--- src/rtl/adder_pkg.sv ---
// Shared defaults and the chunk-width derivation for the pipelined adder.
package adder_pkg;

    localparam int ADDER_WIDTH_DEF  = 16;
    localparam int ADDER_STAGES_DEF = 4;

    function automatic int adder_chunk_width(input int width, input int stages);
        return width / stages;
    endfunction

endpackage

--- src/rtl/adder_chunk.sv ---
// Combinational W-bit ripple-carry adder; one instance per pipeline stage.
module adder_chunk #(
    parameter int W = 4
) (
    input  logic [W-1:0] i_a,
    input  logic [W-1:0] i_b,
    input  logic         i_cin,
    output logic [W-1:0] o_sum,
    output logic         o_cout
);

    always_comb begin
        logic w_c;
        w_c   = i_cin;
        o_sum = '0;
        for (int i = 0; i < W; i++) begin
            o_sum[i] = i_a[i] ^ i_b[i] ^ w_c;
            w_c      = (i_a[i] & i_b[i]) | (w_c & (i_a[i] ^ i_b[i]));
        end
        o_cout = w_c;
    end

endmodule

--- src/rtl/adder_pipe_nbit.sv ---
// Pipelined WIDTH-bit adder, one CHUNK-bit ripple add per stage, carry registered between stages.
// Optional signed-overflow output enabled by defining ADDER_OVF_EN.
module adder_pipe_nbit
    import adder_pkg::*;
#(
    parameter int WIDTH  = ADDER_WIDTH_DEF,
    parameter int STAGES = ADDER_STAGES_DEF
) (
    input  logic             clk,
    input  logic             rst,
    input  logic             in_valid,
    output logic             in_ready,
    input  logic [WIDTH-1:0] a,
    input  logic [WIDTH-1:0] b,
    input  logic             cin,
    output logic             out_valid,
    input  logic             out_ready,
    output logic [WIDTH-1:0] sum,
    output logic             cout
`ifdef ADDER_OVF_EN
    ,
    output logic             ovf
`endif
);

    localparam int CHUNK = adder_chunk_width(WIDTH, STAGES);

    if ((WIDTH % STAGES) != 0) begin : g_chk_div
        $error("adder_pipe_nbit: WIDTH (%0d) must be a multiple of STAGES (%0d)", WIDTH, STAGES);
    end
    if (STAGES < 1 || STAGES > WIDTH) begin : g_chk_range
        $error("adder_pipe_nbit: STAGES (%0d) must be in 1..WIDTH", STAGES);
    end

    // Handshake: a beat moves on valid && ready. The whole pipe advances together
    // unless the output beat is presented and refused, so in_ready doubles as the
    // global stage enable and bubbles travel with the data rather than collapsing.
    assign in_ready = !(out_valid && !out_ready);

    for (genvar k = 0; k < STAGES; k++) begin : g_stage
        localparam int HI = WIDTH - k * CHUNK;   // operand bits not yet consumed

        logic [HI-1:0]          w_a;
        logic [HI-1:0]          w_b;
        logic                   w_c;
        logic                   w_v;
        logic [CHUNK-1:0]       w_cs;
        logic                   w_cc;
        logic [(k+1)*CHUNK-1:0] w_nsum;
        logic [(k+1)*CHUNK-1:0] r_sum;
        logic                   r_v;
        logic                   r_c;

        if (k == 0) begin : g_first
            assign w_a    = a;
            assign w_b    = b;
            assign w_c    = cin;
            assign w_v    = in_valid;
            assign w_nsum = w_cs;
        end else begin : g_next
            assign w_a    = g_stage[k-1].g_fwd.r_a;
            assign w_b    = g_stage[k-1].g_fwd.r_b;
            assign w_c    = g_stage[k-1].r_c;
            assign w_v    = g_stage[k-1].r_v;
            assign w_nsum = {w_cs, g_stage[k-1].r_sum};
        end

        adder_chunk #(.W(CHUNK)) u_chunk (
            .i_a    (w_a[CHUNK-1:0]),
            .i_b    (w_b[CHUNK-1:0]),
            .i_cin  (w_c),
            .o_sum  (w_cs),
            .o_cout (w_cc)
        );

        always_ff @(posedge clk) begin
            if (rst) begin
                r_v   <= 1'b0;
                r_c   <= 1'b0;
                r_sum <= '0;
            end else if (in_ready) begin
                r_v   <= w_v;
                r_c   <= w_cc;
                r_sum <= w_nsum;
            end
        end

        // Upper operand chunks ride along until their stage; they never need reset.
        if (k < STAGES - 1) begin : g_fwd
            logic [HI-CHUNK-1:0] r_a;
            logic [HI-CHUNK-1:0] r_b;
            always_ff @(posedge clk) begin
                if (in_ready) begin
                    r_a <= w_a[HI-1:CHUNK];
                    r_b <= w_b[HI-1:CHUNK];
                end
            end
        end

`ifdef ADDER_OVF_EN
        // The top chunk carries the operand sign bits, so overflow lands with sum.
        if (k == STAGES - 1) begin : g_ovf
            logic r_ovf;
            always_ff @(posedge clk) begin
                if (rst) begin
                    r_ovf <= 1'b0;
                end else if (in_ready) begin
                    r_ovf <= (w_a[CHUNK-1] == w_b[CHUNK-1]) && (w_cs[CHUNK-1] != w_a[CHUNK-1]);
                end
            end
        end
`endif
    end

    assign out_valid = g_stage[STAGES-1].r_v;
    assign sum       = g_stage[STAGES-1].r_sum;
    assign cout      = g_stage[STAGES-1].r_c;
`ifdef ADDER_OVF_EN
    assign ovf       = g_stage[STAGES-1].g_ovf.r_ovf;
`endif

endmodule

--- config.mk ---
export PLATFORM = sky130hd
export DESIGN_NAME = adder_pipe_nbit
export DESIGN_NICKNAME = d
export VERILOG_FILES = /design/src/rtl/adder_pkg.sv /design/src/rtl/adder_chunk.sv /design/src/rtl/adder_pipe_nbit.sv
export SDC_FILE = /design/constraint.sdc
export NUM_CORES = 1
export LEC_CHECK = 0
export CORE_MARGIN = 5
export CORE_UTILIZATION = 58
export CTS_CLUSTER_SIZE = 28
export DETAILED_ROUTE_END_ITERATION = 6
export HOLD_SLACK_MARGIN = 0.12
export PLACE_DENSITY = 0.81
export SLEW_MARGIN = 15
export SYNTH_ARGS = -nofsm -noshare
export SYNTH_HDL_FRONTEND = slang
export SYNTH_SLANG_ARGS = --single-unit
--- constraint.sdc ---
create_clock -name clk -period 3.3 [get_ports clk]
set_input_delay 0.66 -clock clk [delete_from_list [all_inputs] [get_ports clk]]
set_output_delay 0.66 -clock clk [all_outputs]
set_load 0.05 [all_outputs]
# After elaboration in Yosys (flattened, before gate mapping)
# Cells that the tools add are included.
[totals]
regBits = 96
latch_bits = 0
ram_bits = 0
romBits = 0
in_bits = 37
output_inout_bits = 19
word_cells = 101
memories = 0
[op_classes]
n_addsub = 0
multipliers = 0
n_div = 0
n_lt_le_gt_ge = 0
n_eq_ne = 0
shifts = 0
n_mux = 0
n_bitwise = 80
n_reduce_logical = 3
[ops]
columns = ["operator", "count"]
rows = [
  ["$and A1 B1 Y1", 32],
  ["$xor A1 B1 Y1", 32],
  ["$or A1 B1 Y1", 16],
  ["$logic_not A1 Y1", 2],
  ["$logic_and A1 B1 Y1", 1],
]

# Depth between registers and ports, before layout
[depth]
depth_word = 9
ltp_mapped = 8
mapped_depth_nobuf = 8

# Cells and area by module
# Synthesis repeated with hierarchy kept, for this count alone.
[unflattened]
cells_unflattened = 288
hier_area_um2 = 3917.5
[by_module_without_submodules]
columns = ["mod", "n_inst", "cells_per_inst", "area_each_um2", "seq_area_each_um2"]
rows = [
  ["adder_pipe_nbit", 1, 232, 3447.1, 2402.3],
  ["adder_chunk", 4, 14, 117.6, 0.0],
]

# Worst setup path after synthesis
# OpenSTA, ideal clock, no wires.
[synth_path]
kind = "input -> register"
start = "input port a[0]"
end = "register g_stage[0].r_sum[3]"
setup_ps = 86
arrival_ps = 2293
required_ps = 3214
slack_ps = 922
stages = 8
path_buffers = 0
path_cell_list = "fa_1 -> inv_1 -> fa_1 -> inv_1 -> fa_1 -> inv_1 -> fa_1 -> a211oi_1"
[synth_between]
elab_chain_len = 8
elab_cells_between_ends = 9
[synth_rtl]
columns = ["element", "line_no", "text"]
rows = [
  ["start: declaration", "adder_pipe_nbit.sv:13", "input logic [WIDTH-1:0] a,"],
  ["$xor A1 B1 Y1", "adder_chunk.sv:18", "w_c = (i_a[i] & i_b[i]) | (w_c & (i_a[i] ^ i_b[i]));"],
  ["$and A1 B1 Y1", "adder_chunk.sv:18", ""],
  ["$or A1 B1 Y1 (*)", "adder_chunk.sv:18", ""],
  ["$and A1 B1 Y1 (*)", "adder_chunk.sv:18", ""],
  ["$or A1 B1 Y1 (*)", "adder_chunk.sv:18", ""],
  ["$and A1 B1 Y1 (*)", "adder_chunk.sv:18", ""],
  ["$or A1 B1 Y1 (*)", "adder_chunk.sv:18", ""],
  ["$xor A1 B1 Y1 (*)", "adder_chunk.sv:17", "o_sum[i] = i_a[i] ^ i_b[i] ^ w_c;"],
  ["end signal: assignment", "adder_pipe_nbit.sv:84", "r_sum <= w_nsum;"],
  ["end: declaration", "adder_pipe_nbit.sv:50", "logic [(k+1)*CHUNK-1:0] r_sum;"],
]
# Mark *: on every way between the ends. The rest lies on a longest branch, timed or not.
# A chain may end at the register's enable or synchronous reset.

# Worst setup path in the final report
[layout_path]
start = "register g_stage[3].r_v (netlist: out_valid)"
end = "output port out_valid"
[layout_rtl]
columns = ["element", "line_no", "text"]
rows = [
  ["start: declaration", "adder_pipe_nbit.sv:51", "logic r_v;"],
  ["start signal: assignment", "adder_pipe_nbit.sv:82", "r_v <= w_v;"],
  ["end: declaration", "adder_pipe_nbit.sv:16", "output logic out_valid,"],
]
# No word-level cell between the ends.

==> qor.csv <==
stage;metric;value;unit
status;status;complete, no violations;
floorplanning;Ports;56;
cells_and_area;nets;376;
synthesis;yosys warns;0;
worst_setup_path;CP Capture Type;output pin;
cells_and_area;Area Overhead vs Synth;19.89;%
synthesis;synthesis-stage register bit count;96;
clock_tree;clock insertion delay at the later pin of the skew report;0.36;ns
route;via count;2067;
worst_setup_path;CP delay by family, top;buffers and inverters;
floorplanning;initial core utilization;59.80;%
clock_tree;H-tree depth;3;
timing;worst hold slack;0.4246;ns
timing;final setup violation count;0;
pwr;P per Cell Area;513.2;mW/mm^2
floorplanning;Core Footprint;0.006386;mm^2
synthesis;Synth Flop Type;edfxtp_1;
flow_run;number of max-cap violations;0;
route;DRT Pass-1 Iters;4;
synthesis;Synth Net Count;322;
floorplanning;die area;0.008307;mm^2
timing;Setup TNS Final;0;ns
timing;Slew HR;40.01;%
grt;first-pass GRT wire length;9.453;mm
route;Via density;5.104;
clock_tree;total CTS buffers;9;
route;DRC viols;0;
clock_tree;CTS root buf;clkbuf_8;
worst_setup_path;Worst path slowest cell;clkdlybuf4s50_1;
worst_setup_path;FF-to-FF Start;g_stage[2].g_fwd.r_a[0];
worst_setup_path;CP peak stage delay;0.90;ns
placed_design;Place WS;0.3570;ns
synthesis;Post-Synth Simple-Gate Area;12.84;%
placed_design;Placer Congestion;0.7285;
grt;initial antenna violation count;0;
cells_and_area;most common cell after layout, fill and taps aside;clkdlybuf4s50_1;
pwr;Final Power;2350;uW
worst_setup_path;critical path buffer and inverter count;1;
cells_and_area;most frequent cells in the layout;clkdlybuf4s50_1, dfxtp_1, edfxtp_1;
timing;Final Hold Viols;0;
floorplanning;chip height;91.14;um
synthesis;Post-synth EDFFs;48;
synthesis;Compound-Gate Fraction of Synth Area;5.111;%
synthesis;Synth area leader;edfxtp_1;
hold_path;Hold WC Path Type;reg2reg;
pwr;leakage dissipation;0.001704;uW
route;drt wl/cell;13.94;um
placed_design;hpwl dp;3.810;mm
timing;post-route setup slack;0.7214;ns
cells_and_area;area taken by flip-flops and latches;0.002402;mm^2
cells_and_area;# diodes;0;
grt;pin count of the biggest net entering global routing;65;
clock_tree;Max Root-Sink Buffers;2;
floorplanning;num rows;29;
synthesis;post-synthesis mux area share;5.242;%
worst_setup_path;startpoint types;register;
clock_tree;CTS Hold Bufs;0;
hold_path;hold path startpoint;g_stage[0].g_fwd.r_a[5];
route;drt initial violations;117;
clock_tree;CTS clk-pin slew, worst paths;0.09;ns
placed_design;I/O Buffers;55;
clock_tree;post_cts resized;0;
timing;Slew @ Worst Pin;0.8999;ns
synthesis;Post-Syn Instances;269;
synthesis;post-synthesis sequential area ratio;62.91;%
cells_and_area;Fillers;437;
timing;Final Cycle Share;78.14;%
synthesis;fraction of the mapped netlist area in adder cells;8.388;%
floorplanning;DIE WIDTH;91.14;um
clock_tree;TritonCTS clock tree;built;
worst_setup_path;Worst EP required;2.64;ns
cells_and_area;multi-input gate area in the final layout;0.001211;mm^2
route;WL final;5.646;mm
cells_and_area;layout cells sized above 1;8.841;%
worst_setup_path;CP Launch Point;out_valid;
timing;RSZ-0062 raised after global routing;no;
synthesis;Syn Area/Cell;14.20;um^2
synthesis;largest family of logic cells by synthesized area;simple AND/OR/NAND/NOR gates;
synthesis;mapped cell area;0.003819;mm^2
clock_tree;clock sink count;96;
synthesis;Post-synth ARST share;0;%
pwr;worst-case vdd ir drop;0.3709;mV
grt;global route overflow;0;
synthesis;top cells by area, synth;edfxtp_1, dfxtp_1, fa_1;
synthesis;Yosys top cell area share;37.75;%
grt;Tot GR Track Use;14.59;%
synthesis;Synth cell types;21;
worst_setup_path;crit-path cells;clkdlybuf4s50_1;
timing;f_max;0.3878;GHz
clock_tree;setup bufs post-CTS;0;
route;post-route ant nets;0;
worst_setup_path;Data arrival, critical path;1.92;ns
synthesis;xor/xnor share of the synthesized area;0;%
timing;max-slew violations;0;
worst_setup_path;Crit Path Category;reg2out;
worst_setup_path;worst-path fanout max;14;
timing;worst clock skew;0.009287;ns
timing;Period minus WS final;2.579;ns
grt;vias in the first global route;2026;
[final cells by class]
class / count / area share [%]
sequential: 96 / 52.47
clock buffer: 9 / 2.706
tap: 77 / 2.104
inverter: 30 / 2.514
timing repair buffer: 59 / 12.52
clock inverter: 7 / 1.230
multi-input combinational: 127 / 26.46
[report_power, final]
part           switching (uW)  internal (uW)  total [uW]  leakage (uW)
sequential               35.6           1340        1380      0.000902
clock                     405            279         684     0.0000859
combinational             154            135         289      0.000716
[sequential cells by signal, indices dropped and copies added, names as in the netlist]
name	flops
g_stage.g_fwd.r_a	24
g_stage.r_sum	24
sum	16
out_valid	1
g_stage.r_v	3
cout	1
g_stage.r_c	3
g_stage.g_fwd.r_b	24
[per-stage QoR]
| step | instances | utilization (%) | area, um^2 |
|---|---|---|---|
| 2_1_floorplan | 269 | - | 3819 |
| 3_3_place_gp | 389 | 68.87 | 4398 |
| 3_5_place_dp | 389 | 68.87 | 4398 |
| 4_1_cts | 405 | 71.69 | 4578 |
| 5_1_grt | 405 | 71.69 | 4578 |
| 6_report | 405 | 71.69 | 4578 |
[per-layer routing]
| metal | up-vias | share of wire [%] | global-route usage [%] |
|---|---|---|---|
| li1 | 1036 | - | - |
| met1 | 964 | 45 | 19.04 |
| met2 | 56 | 47 | 22.18 |
| met3 | 11 | 5.8 | 3.802 |
| met4 | 0 | 2.2 | 8.191 |
| met5 | - | 0 | 0 |
[cell usage after synthesis, types with 2 or more instances]
master	number
a211oi_1	6
a211oi_2	5
buf_2	2
buf_4	4
buf_6	2
clkbuf_1	6
clkbuf_2	2
dfxtp_1	48
edfxtp_1	48
fa_1	16
inv_1	29
mux2i_1	20
nand2b_1	35
nand4bb_1	10
nor3b_1	11
o21ai_0	15
or4bb_1	6
[cell families after synthesis]
kind of cell,after synthesis
buf+inv,46
simple gates,63
compound gates,28
mux,20
fa+ha+maj,16
flops,96
[path summary, 6_finish.rpt]
kind                                                 to  slack [ns]  depth (start not counted)
worst max-delay path                          out_valid        0.72                          1
worst min-delay path            g_stage[1].g_fwd.r_a[1]        0.42                          0
worst max register to register                  sum[15]        1.06                          8
worst min register to register  g_stage[1].g_fwd.r_a[1]        0.42                          0
Power figures use the tool's default switching activity.
